### src/rtl/lsq_fifo.sv
// In-order load/store queue: dispatch allocates, the mem unit fills, the head entry is issued to the dcache.
// Define LSQ_PERF_CNT_EN to add the perf_ld_cnt / perf_st_cnt / perf_full_cyc counters.
module lsq_fifo #(
   parameter int LSQ_DEPTH = 8,
   parameter int LSQ_IDX_W = $clog2(LSQ_DEPTH),
   parameter int ROB_IDX_W = 5,
   parameter int PREG_W    = 6
) (
   input  logic                 clk,
   input  logic                 rst,
   input  logic                 flush,
   input  logic                 disp_valid,
   output logic                 disp_ready,
   output logic [LSQ_IDX_W-1:0] disp_lsq_idx,
   input  logic                 valid,
   input  logic [31:0]          addr,
   input  logic [2:0]           ld_str_type,
   input  logic [LSQ_IDX_W-1:0] lsq_idx,
   input  logic [ROB_IDX_W-1:0] rob_idx,
   input  logic [4:0]           rd,
   input  logic [PREG_W-1:0]    pd,
   input  logic [31:0]          str_val,
   input  logic                 is_str,
   input  logic [ROB_IDX_W-1:0] rob_head_idx,
   output logic [31:0]          dmem_addr,
   output logic [3:0]           dmem_rmask,
   output logic [3:0]           dmem_wmask,
   output logic [31:0]          dmem_wdata,
   input  logic [31:0]          dmem_rdata,
   input  logic                 dmem_resp,
   output logic                 deq_done,
   output logic [31:0]          deq_ld_data,
   output logic [4:0]           deq_rd,
   output logic [PREG_W-1:0]    deq_pd,
   output logic [ROB_IDX_W-1:0] deq_rob_idx
`ifdef LSQ_PERF_CNT_EN
   ,
   output logic [31:0]          perf_ld_cnt,
   output logic [31:0]          perf_st_cnt,
   output logic [31:0]          perf_full_cyc
`endif
);

   localparam int PTR_W = LSQ_IDX_W + 1;

   typedef enum logic [1:0] {IDLE, REQ, WAIT, DRAIN} state_t;

   state_t                 state, state_nxt;
   logic [PTR_W-1:0]       head, tail;
   logic [LSQ_DEPTH-1:0]   alloc, addr_rdy;
   logic [31:0]            e_addr [LSQ_DEPTH];
   logic [2:0]             e_type [LSQ_DEPTH];
   logic [ROB_IDX_W-1:0]   e_rob  [LSQ_DEPTH];
   logic [4:0]             e_rd   [LSQ_DEPTH];
   logic [PREG_W-1:0]      e_pd   [LSQ_DEPTH];
   logic [31:0]            e_sval [LSQ_DEPTH];
   logic                   e_str  [LSQ_DEPTH];
   logic [LSQ_IDX_W-1:0]   hidx, tidx;
   logic                   full, head_rdy, do_disp, do_fill, do_cmpl;
   logic [3:0]             acc_mask;

   function automatic logic [3:0] byte_mask(input logic [1:0] sz, input logic [1:0] off);
      case (sz)
         2'b00:   byte_mask = 4'b0001 << off;
         2'b01:   byte_mask = 4'b0011 << off;
         default: byte_mask = 4'b1111;
      endcase
   endfunction

   function automatic logic [31:0] load_ext(input logic [31:0] rdata, input logic [1:0] off,
                                            input logic [2:0] f3);
      logic [31:0] sh;
      sh = rdata >> {off, 3'b000};
      case (f3)
         3'b000:  load_ext = {{24{sh[7]}}, sh[7:0]};
         3'b001:  load_ext = {{16{sh[15]}}, sh[15:0]};
         3'b100:  load_ext = {24'd0, sh[7:0]};
         3'b101:  load_ext = {16'd0, sh[15:0]};
         default: load_ext = sh;
      endcase
   endfunction

   assign hidx         = head[LSQ_IDX_W-1:0];
   assign tidx         = tail[LSQ_IDX_W-1:0];
   assign full         = (hidx == tidx) && (head[LSQ_IDX_W] != tail[LSQ_IDX_W]);
   assign disp_ready   = !full;
   assign disp_lsq_idx = tidx;

   // A store may only touch memory once it is the oldest instruction in the ROB.
   assign head_rdy = alloc[hidx] && addr_rdy[hidx] &&
                     (!e_str[hidx] || (e_rob[hidx] == rob_head_idx));
   assign do_disp  = disp_valid && !full && !flush;
   assign do_fill  = valid && alloc[lsq_idx] && !flush;
   assign do_cmpl  = (state == WAIT) && dmem_resp && !flush;

   always_comb begin
      state_nxt = state;
      case (state)
         IDLE:    if (!flush && head_rdy) state_nxt = REQ;
         REQ:     state_nxt = flush ? DRAIN : WAIT;
         WAIT:    if (dmem_resp) state_nxt = IDLE;
                  else if (flush) state_nxt = DRAIN;
         DRAIN:   if (dmem_resp) state_nxt = IDLE;
         default: state_nxt = IDLE;
      endcase
   end

   assign acc_mask = byte_mask(e_type[hidx][1:0], e_addr[hidx][1:0]);

   always_comb begin
      dmem_addr  = '0;
      dmem_rmask = '0;
      dmem_wmask = '0;
      dmem_wdata = '0;
      if (state == REQ) begin
         dmem_addr = {e_addr[hidx][31:2], 2'b00};
         if (e_str[hidx]) begin
            dmem_wmask = acc_mask;
            dmem_wdata = e_sval[hidx] << {e_addr[hidx][1:0], 3'b000};
         end else begin
            dmem_rmask = acc_mask;
         end
      end
   end

   always_ff @(posedge clk) begin
      if (rst) begin
         state       <= IDLE;
         head        <= '0;
         tail        <= '0;
         alloc       <= '0;
         addr_rdy    <= '0;
         deq_done    <= 1'b0;
         deq_ld_data <= '0;
         deq_rd      <= '0;
         deq_pd      <= '0;
         deq_rob_idx <= '0;
      end else begin
         state    <= state_nxt;
         deq_done <= do_cmpl;
         if (flush) begin
            alloc    <= '0;
            addr_rdy <= '0;
            tail     <= head;
         end else begin
            if (do_fill) addr_rdy[lsq_idx] <= 1'b1;
            if (do_disp) begin
               alloc[tidx]    <= 1'b1;
               addr_rdy[tidx] <= 1'b0;
               tail           <= tail + PTR_W'(1);
            end
            if (do_cmpl) begin
               alloc[hidx]    <= 1'b0;
               addr_rdy[hidx] <= 1'b0;
               head           <= head + PTR_W'(1);
            end
         end
         if (do_cmpl) begin
            deq_ld_data <= e_str[hidx] ? '0 : load_ext(dmem_rdata, e_addr[hidx][1:0], e_type[hidx]);
            deq_rd      <= e_str[hidx] ? '0 : e_rd[hidx];
            deq_pd      <= e_str[hidx] ? '0 : e_pd[hidx];
            deq_rob_idx <= e_rob[hidx];
         end
      end
   end

   // Entry payload carries no reset; alloc/addr_rdy qualify every use of it.
   always_ff @(posedge clk) begin
      if (do_fill) begin
         e_addr[lsq_idx] <= addr;
         e_type[lsq_idx] <= ld_str_type;
         e_rob[lsq_idx]  <= rob_idx;
         e_rd[lsq_idx]   <= rd;
         e_pd[lsq_idx]   <= pd;
         e_sval[lsq_idx] <= str_val;
         e_str[lsq_idx]  <= is_str;
      end
   end

`ifdef LSQ_PERF_CNT_EN
   always_ff @(posedge clk) begin
      if (rst) begin
         perf_ld_cnt   <= '0;
         perf_st_cnt   <= '0;
         perf_full_cyc <= '0;
      end else begin
         if (do_cmpl && !e_str[hidx]) perf_ld_cnt <= perf_ld_cnt + 32'd1;
         if (do_cmpl && e_str[hidx])  perf_st_cnt <= perf_st_cnt + 32'd1;
         if (full && disp_valid)      perf_full_cyc <= perf_full_cyc + 32'd1;
      end
   end
`endif

endmodule

### config.mk
export PLATFORM = sky130hd
export DESIGN_NAME = lsq_fifo
export DESIGN_NICKNAME = d
export VERILOG_FILES = /design/src/rtl/lsq_fifo.sv
export SDC_FILE = /design/constraint.sdc
export NUM_CORES = 1
export LEC_CHECK = 0
export CAP_MARGIN = 20
export CELL_PAD_IN_SITES_DETAIL_PLACEMENT = 2
export CELL_PAD_IN_SITES_GLOBAL_PLACEMENT = 2
export CORE_UTILIZATION = 40
export DETAILED_ROUTE_END_ITERATION = 6
export HOLD_SLACK_MARGIN = 0.1
export PLACE_DENSITY = 0.71
export RECOVER_POWER = 25
export SLEW_MARGIN = 15
export SYNTH_ARGS = -nofsm -noshare
export SYNTH_HDL_FRONTEND = slang
export SYNTH_SLANG_ARGS = --single-unit
### constraint.sdc
create_clock -name clk -period 10.6 [get_ports clk]
set_input_delay 1.06 -clock clk [delete_from_list [all_inputs] [get_ports clk]]
set_output_delay 1.06 -clock clk [all_outputs]
set_load 0.01 [all_outputs]
After elaboration in Yosys (flattened, before gate mapping). Memories as Yosys holds them, arrays and structs flattened. A register that Yosys moved wholly into a read port is not among the register bits. Cells that the tools add are included.

Reduce and logical (&&, ||, !) cells: 24. Mux-type cells: 59. Shift-type cells: 4. $add $sub $neg: 2. Eq/ne operators: 13. Bitwise gates (word level): 8. $lt $le $gt $ge: 6.

Operators by type and width (number): two-way mux 32 bit (4); one-hot mux 32 bit (4 select lines) (1); two-way mux 8 bit (11); two-way mux 3 bit (14); << shifter 32 x 5 -> 32 bit (1); >> shifter 32 x 5 -> 32 bit (1); AND 8 bit (3); two-way mux 4 bit (6); inverter 8 bit (2); bitwise OR 8 bit (2); logical AND 1 bit (13); < comparator 3 x 4 -> 1 bit, second input constant (3); binary-select mux 1 bit (select 3 bit) (3); demux 1 bit (select 3 bit) (3); greater-or-equal comparator 3 x 1 -> 1 bit, second input constant (3); two-way mux 1 bit (9); adder 4 x 1 -> 4 bit, second input constant (2); two-way mux 2 bit (4); one-hot mux 2 bit (4 select lines) (1); one-hot mux 4 bit (2 select lines) (1); == test 3 bit, second input constant (2); two-way mux 6 bit (1); == test 5 bit (1); two-way mux 5 bit (1); 18 further kinds (24).

Bits of input ports: 130. Output and inout bits: 125. Word-level logic and storage cells: 133. Memories: 7. Bits in registers: 75. Bits in writable memories: 672.

Memories: e_addr (depth 8, width 32, read ports 1, clocked after memory_dff 1, wr ports 1, line 51) `logic [31:0] e_addr [LSQ_DEPTH];`; e_sval (depth 8, width 32, read ports 1, clocked after memory_dff 1, wr ports 1, line 56) `logic [31:0] e_sval [LSQ_DEPTH];`; e_pd (depth 8, width 6, read ports 1, clocked after memory_dff 1, wr ports 1, line 55) `logic [PREG_W-1:0] e_pd [LSQ_DEPTH];`; e_rd (depth 8, width 5, read ports 1, clocked after memory_dff 1, wr ports 1, line 54) `logic [4:0] e_rd [LSQ_DEPTH];`; e_rob (depth 8, width 5, read ports 1, clocked after memory_dff 1, wr ports 1, line 53) `logic [ROB_IDX_W-1:0] e_rob [LSQ_DEPTH];`; e_type (depth 8, width 3, read ports 1, clocked after memory_dff 1, wr ports 1, line 52) `logic [2:0] e_type [LSQ_DEPTH];`; 1 more memories.

Depth between registers and ports, before layout. Gate-level depths: netlist (run 1).

Depth after elaboration: 14. Depth in mapped cells: 10. Depth with buffers taken out: 6.

Worst setup path before layout (run 1). No wires, ideal clock.

Kind: input-to-reg. Start: input port lsq_idx[1]. End: memory e_addr[4][0] (enable). Path buffers: 1. Stages: 6. Library setup time: 631 ps. Data arrival time: 7626 ps. Setup slack: 2343 ps. Data required time: 9969 ps. Cells stage by stage: clkbuf_1 nand3_1 o31ai_1 a32o_1 o2111ai_1 nor3_1.

Word-level cells in the longest chain between the ends: 6.

RTL lines: start: declaration (line 18) `input logic [LSQ_IDX_W-1:0] lsq_idx,`; binary-select mux 1 bit (select 3 bit) (line 93) `assign do_fill = valid && alloc[lsq_idx] && !flush;`; two-way mux 1 bit (not written as such) (line 93); logical AND 1 bit (2 in series) (line 93); two-way mux 1 bit (line 169) `if (do_fill) begin`; two-way mux 1 bit (not written as such) (line 170) `e_addr[lsq_idx] <= addr;`; end: declaration (line 51).

Parallel ways exist; a longest one is shown, timed or not. The select of a mux whose other input is x is not followed.

==> impl_metrics.csv, run 1 <==
group,metric,value,unit
status,status,"finished clean",
placement,finalWeightedCongestion,0.802,
yosys,warnings_synthesis,0,
yosys,ys_async_sr_fraction,0,
route,drt_wl_total,86200,microns
hold_path,hold_crit_depth,2,
clock_network,count_of_hold_buffers_inserted_by_post_cts_repair,0,
timing,grt_setup_unrepaired,"no",
die,start_util,0.408,
yosys,yosys.cell_types.count,66,
route,detail_route.vias_per_cell,5.66,
worst_setup_path,reg2regPathDepth,7,
yosys,yosys_most_used_dff,"edfxtp_1",
cells_and_area,multiInputGateArea,7720,sq um
grt,number_of_antenna_violations_at_the_first_check_in_global_routing,25,
timing,setup-tns-final,0,ns
clock_network,post_cts_resize_count,0,
yosys,postSynthCellCount,1684,
clock_network,maximum_buffer_depth_of_the_clock_tree,3,
pwr,power_leakage,0.0114,uW
grt,grt_remaining_overflow,0,
cells_and_area,syn_to_final_growth,20.6,%
grt,grt_pass1_wl,127000,microns
timing,minimum_hold_slack,0.453,ns
clock_network,worst_setup_hold_path_clk_slew,0.06,ns
clock_network,cts_htree_levels,3,
timing,layout_min_cycle_time,6.08,ns
cells_and_area,layout_common_cells,"edfxtp_1 (672), clkdlybuf4s50_1 (200), nand2_1 (198)",
route,met2_wirelength,43800,microns
timing,part_of_the_cycle_the_worst_path_needs,0.573,
placement,pre_cts_ws,4.98,ns
die,die_x,276,microns
die,die-area,76000,sq um
placement,port_buffers,252,
pwr,report.power.total,6030,uW
timing,hold_viol,0,
route,highest_routed_layer,"met5",
run,maxCapViolations,0,
clock_network,worst_skew_pair.late_latency,0.63,ns
worst_setup_path,timing.critical_path.arrival,5.02,ns
worst_setup_path,worst-setup-path-type,"flip-flop to primary output",
clock_network,cts.repair_timing.setup_buffer_count,0,
yosys,synthesized_area_divided_by_synthesized_cell_count,17.8,sq um
worst_setup_path,cp-start-kind,"flip-flop",
route,drtPass1Iterations,5,
grt,grt_max_degree,101,
die,placement_rows,99,
die,height_of_the_chip,276,microns
cells_and_area,finish.net_count,2079,
pwr,vdd.ir_drop.worst,0.117,mV
timing,setup_violations_final,0,
clock_network,cts_sinks,750,
route,met3RoutedLength,4370,microns
yosys,ys_seq_elements,750,
pwr,power.density,167,nW/um^2
cells_and_area,fill_cells,6606,
cells_and_area,layout.cells.most_common,"edfxtp_1",
die,core,73500,sq um
route,post_drt_wl_per_cell,28.9,microns
route,detailroute.via_count,16900,
cells_and_area,post_route_cells_drive_above_1_share,0.181,
yosys,synth_edf_count,672,
cells_and_area,final-seq-area,21800,sq um
timing,relSlewSlack,0.284,
route,drt-met1-wl,35400,microns
route,antenna_violating_nets_post_route,0,
placement,post_dp_cell_area,33600,sq um
yosys,synth.cell_area,29900,sq um
timing,number_of_pins_exceeding_their_max_slew_limit_in_the_final_report,0,
worst_setup_path,worstSetupEndpointType,"primary output",
clock_network,cts_root_buf,"clkbuf_16",
hold_path,worst_hold_path_type,"flip-flop to flip-flop",
timing,worst_clock_skew_on_the_final_layout,0.0263,ns
timing,tightest_slew,1.07,ns
die,ios,255,
clock_network,cts_made_buffers,81,
worst_setup_path,critical_path_required_time,9.54,ns
clock_network,cts_tree,"done",
yosys,synth-seq-area-share,0.726,
grt,track_usage,0.229,
route,detailedRoute.firstIterationViolations,950,
grt,number_of_global_route_vias_before_repair,19000,
timing,clock.fmax,0.165,GHz
placement,detailed_placement_hpwl,52100,microns
route,drc,0,
cells_and_area,stdcell_area,36100,sq um
worst_setup_path,critical_path_peak_fanout,100,
timing,timing.final.ws_setup,4.52,ns
[worst paths after layout]
| kind | from | to | slack, ns |
|---|---|---|---|
| max | flip-flop | dmem_wdata[24] | 4.52 |
| min | deq_ld_data[8] | deq_ld_data[8] | 0.45 |
| min reg2reg | deq_ld_data[8] | deq_ld_data[8] | 0.45 |
| max reg2reg | flip-flop | deq_ld_data[17] | 6.86 |
[flip-flops by register name (all words and copies together) (netlist names), 8 cells and up, named ones only]
signal,cells
e_addr,256
e_sval,256
e_pd,48
e_rd,40
e_rob,40
deq_ld_data,32
e_type,24
addr_rdy,8
alloc,8
e_str,8
[routing by layer]
layer / global-route usage / vias up
met3: 0.0497 / 169
met2: 0.396 / 423
li1: - / 7252
met4: 0.0744 / 30
met1: 0.287 / 8989
met5: 0 / -
[synthesized netlist by cell type, types with 9 or more instances]
cell type  count  area [sq um]
buf_4         14           105
edfxtp_1     672         20200
and3_1         9          56.3
a21oi_1       69           345
mux4_2       175          3940
o21ai_1       18          90.1
mux2i_1       29           290
nand2_1      198           743
nor3_1        10          50.1
nor3b_1       10          75.1
dfxtp_1       78          1560
a22oi_1       27           203
nand3_1       12          60.1
buf_2         28           140
nor2b_1       14          87.6
a211oi_1      22           165
nor2_1        90           338
mux2_2        13           146
clkbuf_1      54           203
inv_1         13          48.8
[worst max-delay path: stages, from the launching register on]
cell,delay (ns)
dfxtp_4,0.71
buf_12,0.60
buf_4,0.85
mux4_2,0.62
mux2i_1,0.23
a21oi_1,0.17
a21oi_1,0.36
nor2_1,0.08
clkdlybuf4s50_1,0.51
[where the power goes]
part	switching, uW	total (uW)	internal, uW	leakage [uW]
Sequential	1.92	3220	3220	0.00667
Clock	1160	2700	1540	0.00124
Combinational	63.0	111	47.7	0.00350
Total	1230	6030	4800	0.0114
[stage by stage]
step,util,std cells
2_1_floorplan,-,1685
3_3_place_gp,0.456,2822
3_5_place_dp,0.457,2823
4_1_cts,0.491,2969
5_1_grt,0.491,2975
6_report,0.491,2980
[cell families (layout without fill, tap and decap cells)]
group | after synthesis | count (layout) | synth area share
and+or+nand+nor | 363 | 363 | 0.0519
other | 1 | 13 | 0.000125
DFF | 750 | 750 | 0.726
adders and majority gates | 2 | 2 | 0.000836
muxes | 222 | 222 | 0.148
buffers and inverters | 118 | 443 | 0.0185
AOI/OAI and AO/OA | 214 | 214 | 0.0501
xor gates and xnor gates | 14 | 14 | 0.00409
[final cells by class]
type / count / share of cell area
clock inverter: 43 / 0.00898
antenna: 11 / 0.000763
sequential: 750 / 0.603
inverter: 13 / 0.00139
multi-input combinational: 817 / 0.214
timing repair buffer: 284 / 0.0785
tap: 959 / 0.0332
clock buffer: 103 / 0.0608
Note: power is estimated with default switching activity, not from simulation.
==> run 2: changes to the inputs <==
clock period = 6.19 ns   (was 10.6 ns; I/O delays follow)
==> impl_metrics.csv, run 2 (same netlist as run 1, synthesis figures left out) <==
group,metric,value,unit
status,status,"finished clean",
placement,finalWeightedCongestion,0.792,
cells_and_area,fill_cells,6625,
clock_network,cts_htree_levels,3,
timing,tightest_slew,1.04,ns
route,antenna_violating_nets_post_route,0,
clock_network,post_cts_resize_count,0,
run,maxCapViolations,0,
placement,pre_cts_ws,1.73,ns
worst_setup_path,worstSetupEndpointType,"primary output",
clock_network,cts_tree,"done",
placement,placed_cells,2828,
pwr,power.density,298,nW/um^2
timing,grt_setup_unrepaired,"no",
cells_and_area,finish.net_count,2087,
die,height_of_the_chip,276,microns
route,detailedRoute.firstIterationViolations,1127,
placement,port_buffers,252,
grt,number_of_antenna_violations_at_the_first_check_in_global_routing,16,
cells_and_area,multiInputGateArea,7730,sq um
pwr,power_leakage,0.0116,uW
timing,setup_violations_final,0,
timing,layout_min_cycle_time,5.03,ns
die,placement_rows,99,
timing,minimum_hold_slack,0.457,ns
cells_and_area,largestRegisters,"e_addr: 256 flops, e_sval: 256 flops, e_pd: 48 flops",
grt,use_met2,0.419,
grt,grt_pass1_wl,130000,microns
grt,grt.met1_usage,0.298,
route,drtPass1Iterations,4,
cells_and_area,instances_no_fill,2985,
clock_network,maximum_buffer_depth_of_the_clock_tree,3,
cells_and_area,post_route_cells_drive_above_1_share,0.187,
worst_setup_path,cp-start-kind,"flip-flop",
die,core,73500,sq um
cells_and_area,post-route-util,0.497,
cells_and_area,layout_common_cells,"edfxtp_1 (672), clkdlybuf4s50_1 (199), nand2_1 (198)",
timing,timing.final.ws_setup,1.16,ns
timing,relSlewSlack,0.304,
die,die_x,276,microns
grt,global_route.peak_usage_layer,"met2",
grt,grt_max_degree,94,
timing,setup-tns-final,0,ns
worst_setup_path,worst-setup-path-type,"flip-flop to primary output",
grt,number_of_global_route_vias_before_repair,19000,
route,drt_wl_total,88700,microns
die,die-area,76000,sq um
grt,grt_use_met3,0.0405,
worst_setup_path,timing.critical_path.arrival,4.42,ns
clock_network,cts_root_buf,"clkbuf_16",
route,detail_route.vias_per_cell,5.69,
clock_network,cts.repair_timing.setup_buffer_count,0,
timing,worst_clock_skew_on_the_final_layout,0.0201,ns
clock_network,worst_skew_pair.late_latency,0.62,ns
worst_setup_path,critical_path_peak_fanout,32,
timing,part_of_the_cycle_the_worst_path_needs,0.813,
die,ios,255,
grt,grt_remaining_overflow,0,
clock_network,count_of_hold_buffers_inserted_by_post_cts_repair,0,
grt,track_usage,0.236,
die,start_util,0.408,
hold_path,worst_hold_path_type,"flip-flop to flip-flop",
timing,hold_viol,0,
cells_and_area,layout.cells.most_common,"edfxtp_1",
worst_setup_path,critical_path_required_time,5.57,ns
cells_and_area,syn_to_final_growth,21.8,%
route,detailroute.via_count,17000,
pwr,vdd.ir_drop.worst,0.284,mV
timing,number_of_pins_exceeding_their_max_slew_limit_in_the_final_report,0,
worst_setup_path,setup.reg_to_reg.worst_slack,2.29,ns
route,post_drt_wl_per_cell,29.7,microns
timing,clock.fmax,0.199,GHz
cells_and_area,final-seq-area,21800,sq um
route,drc,0,
clock_network,worst_setup_hold_path_clk_slew,0.06,ns
placement,detailed_placement_hpwl,53400,microns
clock_network,cts_sinks,750,
clock_network,cts_made_buffers,83,
==> run 2: metal layers <==
| metal | wire [microns] | vias up |
|---|---|---|
| li1 | - | 7293 |
| met4 | 1780 | 16 |
| met1 | 36200 | 9136 |
| met3 | 4090 | 119 |
| met5 | 104 | - |
| met2 | 46500 | 428 |
==> run 2: path summary, 6_finish.rpt <==
path | start | to | cells after the start
hold / removal | deq_ld_data[15] | deq_ld_data[15] | 2
hold reg to reg | deq_ld_data[15] | deq_ld_data[15] | 2
setup reg to reg | flip-flop | state[0] | 8
setup / recovery | flip-flop | dmem_rmask[2] | 9
==> run 2: layout make-up <==
class	count	share of cell area
antenna	5	0.000343
clock buffer	104	0.0608
clock inverter	47	0.0164
inverter	13	0.00137
multi-input combinational	817	0.212
sequential	750	0.596
tap	959	0.0329
timing repair buffer	290	0.0798
==> run 2: metrics by stage <==
stage                     power (uW)  area, sq um
after floorplan                 5660        30000
after global placement          5800        33600
after detailed placement        5820        33600
after CTS                      11000        36400
after global routing           11100        36500
final                          10900        36500
==> run 2: critical path: stages, from the launching register on <==
cell and delay (ns):
dfxtp_4 0.61, buf_4 0.57, nand2b_1 0.25, o22a_1 0.23
nand2_1 0.10, buf_4 0.27, nor2_2 0.74, nor3_1 0.22
nor2_1 0.20, clkdlybuf4s50_1 0.57
==> run 2: power breakdown <==
part	leakage [uW]	internal (uW)	total [uW]	switching (uW)
logic	0.00354	81.7	193	111
clock network	0.00138	3090	5160	2070
registers	0.00667	5510	5510	3.42
==> run 3: changes to the inputs <==
CORE_UTILIZATION = 39   (was 40)
PLACE_DENSITY = 0.72   (was 0.71)
clock period = 4.2 ns   (was 6.19 ns; I/O delays follow)
==> impl_metrics.csv, run 3 (same netlist as run 1, synthesis figures left out) <==
group,metric,value,unit
clock_network,cts.repair_timing.setup_buffer_count,0,
clock_network,worst_skew_pair.late_latency,0.64,ns
clock_network,count_of_hold_buffers_inserted_by_post_cts_repair,0,
cells_and_area,layout_common_cells,"edfxtp_1 (672), nand2_1 (198), clkdlybuf4s50_1 (196)",
route,post_drt_wl_per_cell,28.2,microns
placement,finalWeightedCongestion,0.771,
timing,worst_clock_skew_on_the_final_layout,0.0261,ns
clock_network,cts_sinks,750,
die,placement_rows,101,
die,core,75900,sq um
route,detailroute.via_count,16900,
route,drtPass1Iterations,5,
cells_and_area,post-route-util,0.485,
cells_and_area,finish.net_count,2107,
route,detail_route.vias_per_cell,5.47,
timing,grt_setup_unrepaired,"no",
grt,use_met2,0.394,
timing,clock.fmax,0.250,GHz
route,drt_wl_total,86800,microns
timing,part_of_the_cycle_the_worst_path_needs,0.952,
cells_and_area,instances_no_fill,3085,
worst_setup_path,endpoint_of_the_lowest_slack_register_to_register_path,"deq_ld_data[22]",
timing,layout_min_cycle_time,4.00,ns
pwr,power.density,423,nW/um^2
timing,setup_violations_final,0,
pwr,power_leakage,0.0117,uW
route,detailedRoute.firstIterationViolations,1245,
hold_path,hold-path-endpoint,"deq_ld_data[7]",
grt,grt_max_degree,123,
die,die-area,77900,sq um
worst_setup_path,critical_path_required_time,3.78,ns
die,die_x,279,microns
grt,grt_pass1_wl,129000,microns
worst_setup_path,worst-setup-path-type,"flip-flop to primary output",
route,drc,0,
hold_path,hold_start,"deq_ld_data[7]",
clock_network,cts_htree_levels,3,
grt,grt_use_met3,0.0391,
clock_network,maximum_buffer_depth_of_the_clock_tree,3,
status,status,"finished clean",
hold_path,hold_crit_depth,2,
worst_setup_path,worstSetupEndpointType,"primary output",
placement,pre_cts_ws,0.720,ns
worst_setup_path,setup.reg_to_reg.worst_slack,0.93,ns
pwr,report.power.total,15600,uW
clock_network,cts_tree,"done",
timing,hold_viol,0,
worst_setup_path,reg2regPathDepth,8,
die,ios,255,
grt,global_route.peak_usage_layer,"met2",
cells_and_area,post_route_cells_drive_above_1_share,0.193,
grt,grt.met1_usage,0.286,
hold_path,worst_hold_path_type,"flip-flop to flip-flop",
grt,track_usage,0.226,
placement,detailed_placement_hpwl,54700,microns
placement,port_buffers,252,
pwr,vdd.ir_drop.worst,0.328,mV
cells_and_area,layout.cells.most_common,"edfxtp_1",
clock_network,cts_root_buf,"clkbuf_16",
grt,number_of_antenna_violations_at_the_first_check_in_global_routing,23,
cells_and_area,syn_to_final_growth,23.0,%
timing,timing.final.ws_setup,0.200,ns
placement,placed_cells,2920,
worst_setup_path,cp-start-kind,"flip-flop",
cells_and_area,fill_cells,6852,
timing,tightest_slew,0.933,ns
route,antenna_violating_nets_post_route,0,
worst_setup_path,critical_path_peak_fanout,34,
grt,number_of_global_route_vias_before_repair,19100,
die,start_util,0.394,
clock_network,worst_setup_hold_path_clk_slew,0.06,ns
timing,relSlewSlack,0.378,
timing,number_of_pins_exceeding_their_max_slew_limit_in_the_final_report,0,
die,height_of_the_chip,279,microns
run,maxCapViolations,0,
worst_setup_path,timing.critical_path.arrival,3.58,ns
grt,grt_remaining_overflow,0,
clock_network,post_cts_resize_count,1,
cells_and_area,largestRegisters,"e_addr: 256 flops, e_sval: 256 flops, e_pd: 48 flops",
clock_network,cts_made_buffers,82,
[run 3: changes by cell type in the layout (fill, tap and decap cells not counted), sizes merged]
cell	before	now
clkinv	32	37
clkbuf	104	96
clkdlybuf4s50	199	196
dlygate4sd3	53	56
bufinv	13	8
buf	38	59
diode	5	13
inv	14	16
clkinvlp	1	7
[run 3: critical path, stage by stage (launching register included)]
cell and delay, ns:
dfxtp_4 0.42, buf_4 0.37, nand2_1 0.17, o22ai_1 0.44, nor2_4 0.09, buf_4 0.31
a211oi_1 0.37, a21oi_1 0.08, nor2_1 0.13, clkdlybuf4s50_1 0.56
[run 3: layer usage]
metal,up-vias,wire length (microns)
met5,-,97
met2,422,44700
met4,12,2050
li1,7329,-
met3,119,4460
met1,8981,35600
[run 3: report_power, final]
group	switching, uW	internal [uW]
clock network	3020	4170
registers	5.20	8120
logic	165	121
total	3190	12400
[run 3: worst max path at each step]
stage | endpoint | start | slack [ns] | depth (start not counted)
final | dmem_wdata[26] | flip-flop | 0.20 | 9
after global routing | dmem_wdata[30] | flip-flop | 0.007 | 9
after CTS | dmem_wdata[30] | flip-flop | 0.04 | 7
after detailed placement | e_addr[4][12] | lsq_idx[1] | 0.72 | 6
after global placement | dmem_wdata[16] | flip-flop | 0.76 | 7
after floorplan | addr_rdy[5] | lsq_idx[1] | -1.33 | 7
[run 3: per-stage QoR]
| stage | area, sq um | setup TNS, ns | hold slack [ns] |
|---|---|---|---|
| CTS | 36800 | 0 | 0.434 |
| floorplan | 30000 | -449.42 | 0.445 |
| global placement | 34100 | 0 | 0.443 |
| detailed placement | 34100 | 0 | 0.456 |
| finish | 36800 | 0 | 0.459 |
| global route | 36800 | 0 | 0.494 |
[run 3: final cells by class]
type	instances	area (sq um)	share of cell area
clock inverters	55	518	0.0141
repair buffers	311	3300	0.0896
multi-input cells	817	7740	0.210
flip-flops and latches	750	21800	0.591
well taps	1030	1290	0.0350
clock buffers	96	2150	0.0583
diodes	13	32.5	0.000883
inverters	13	51.3	0.00139
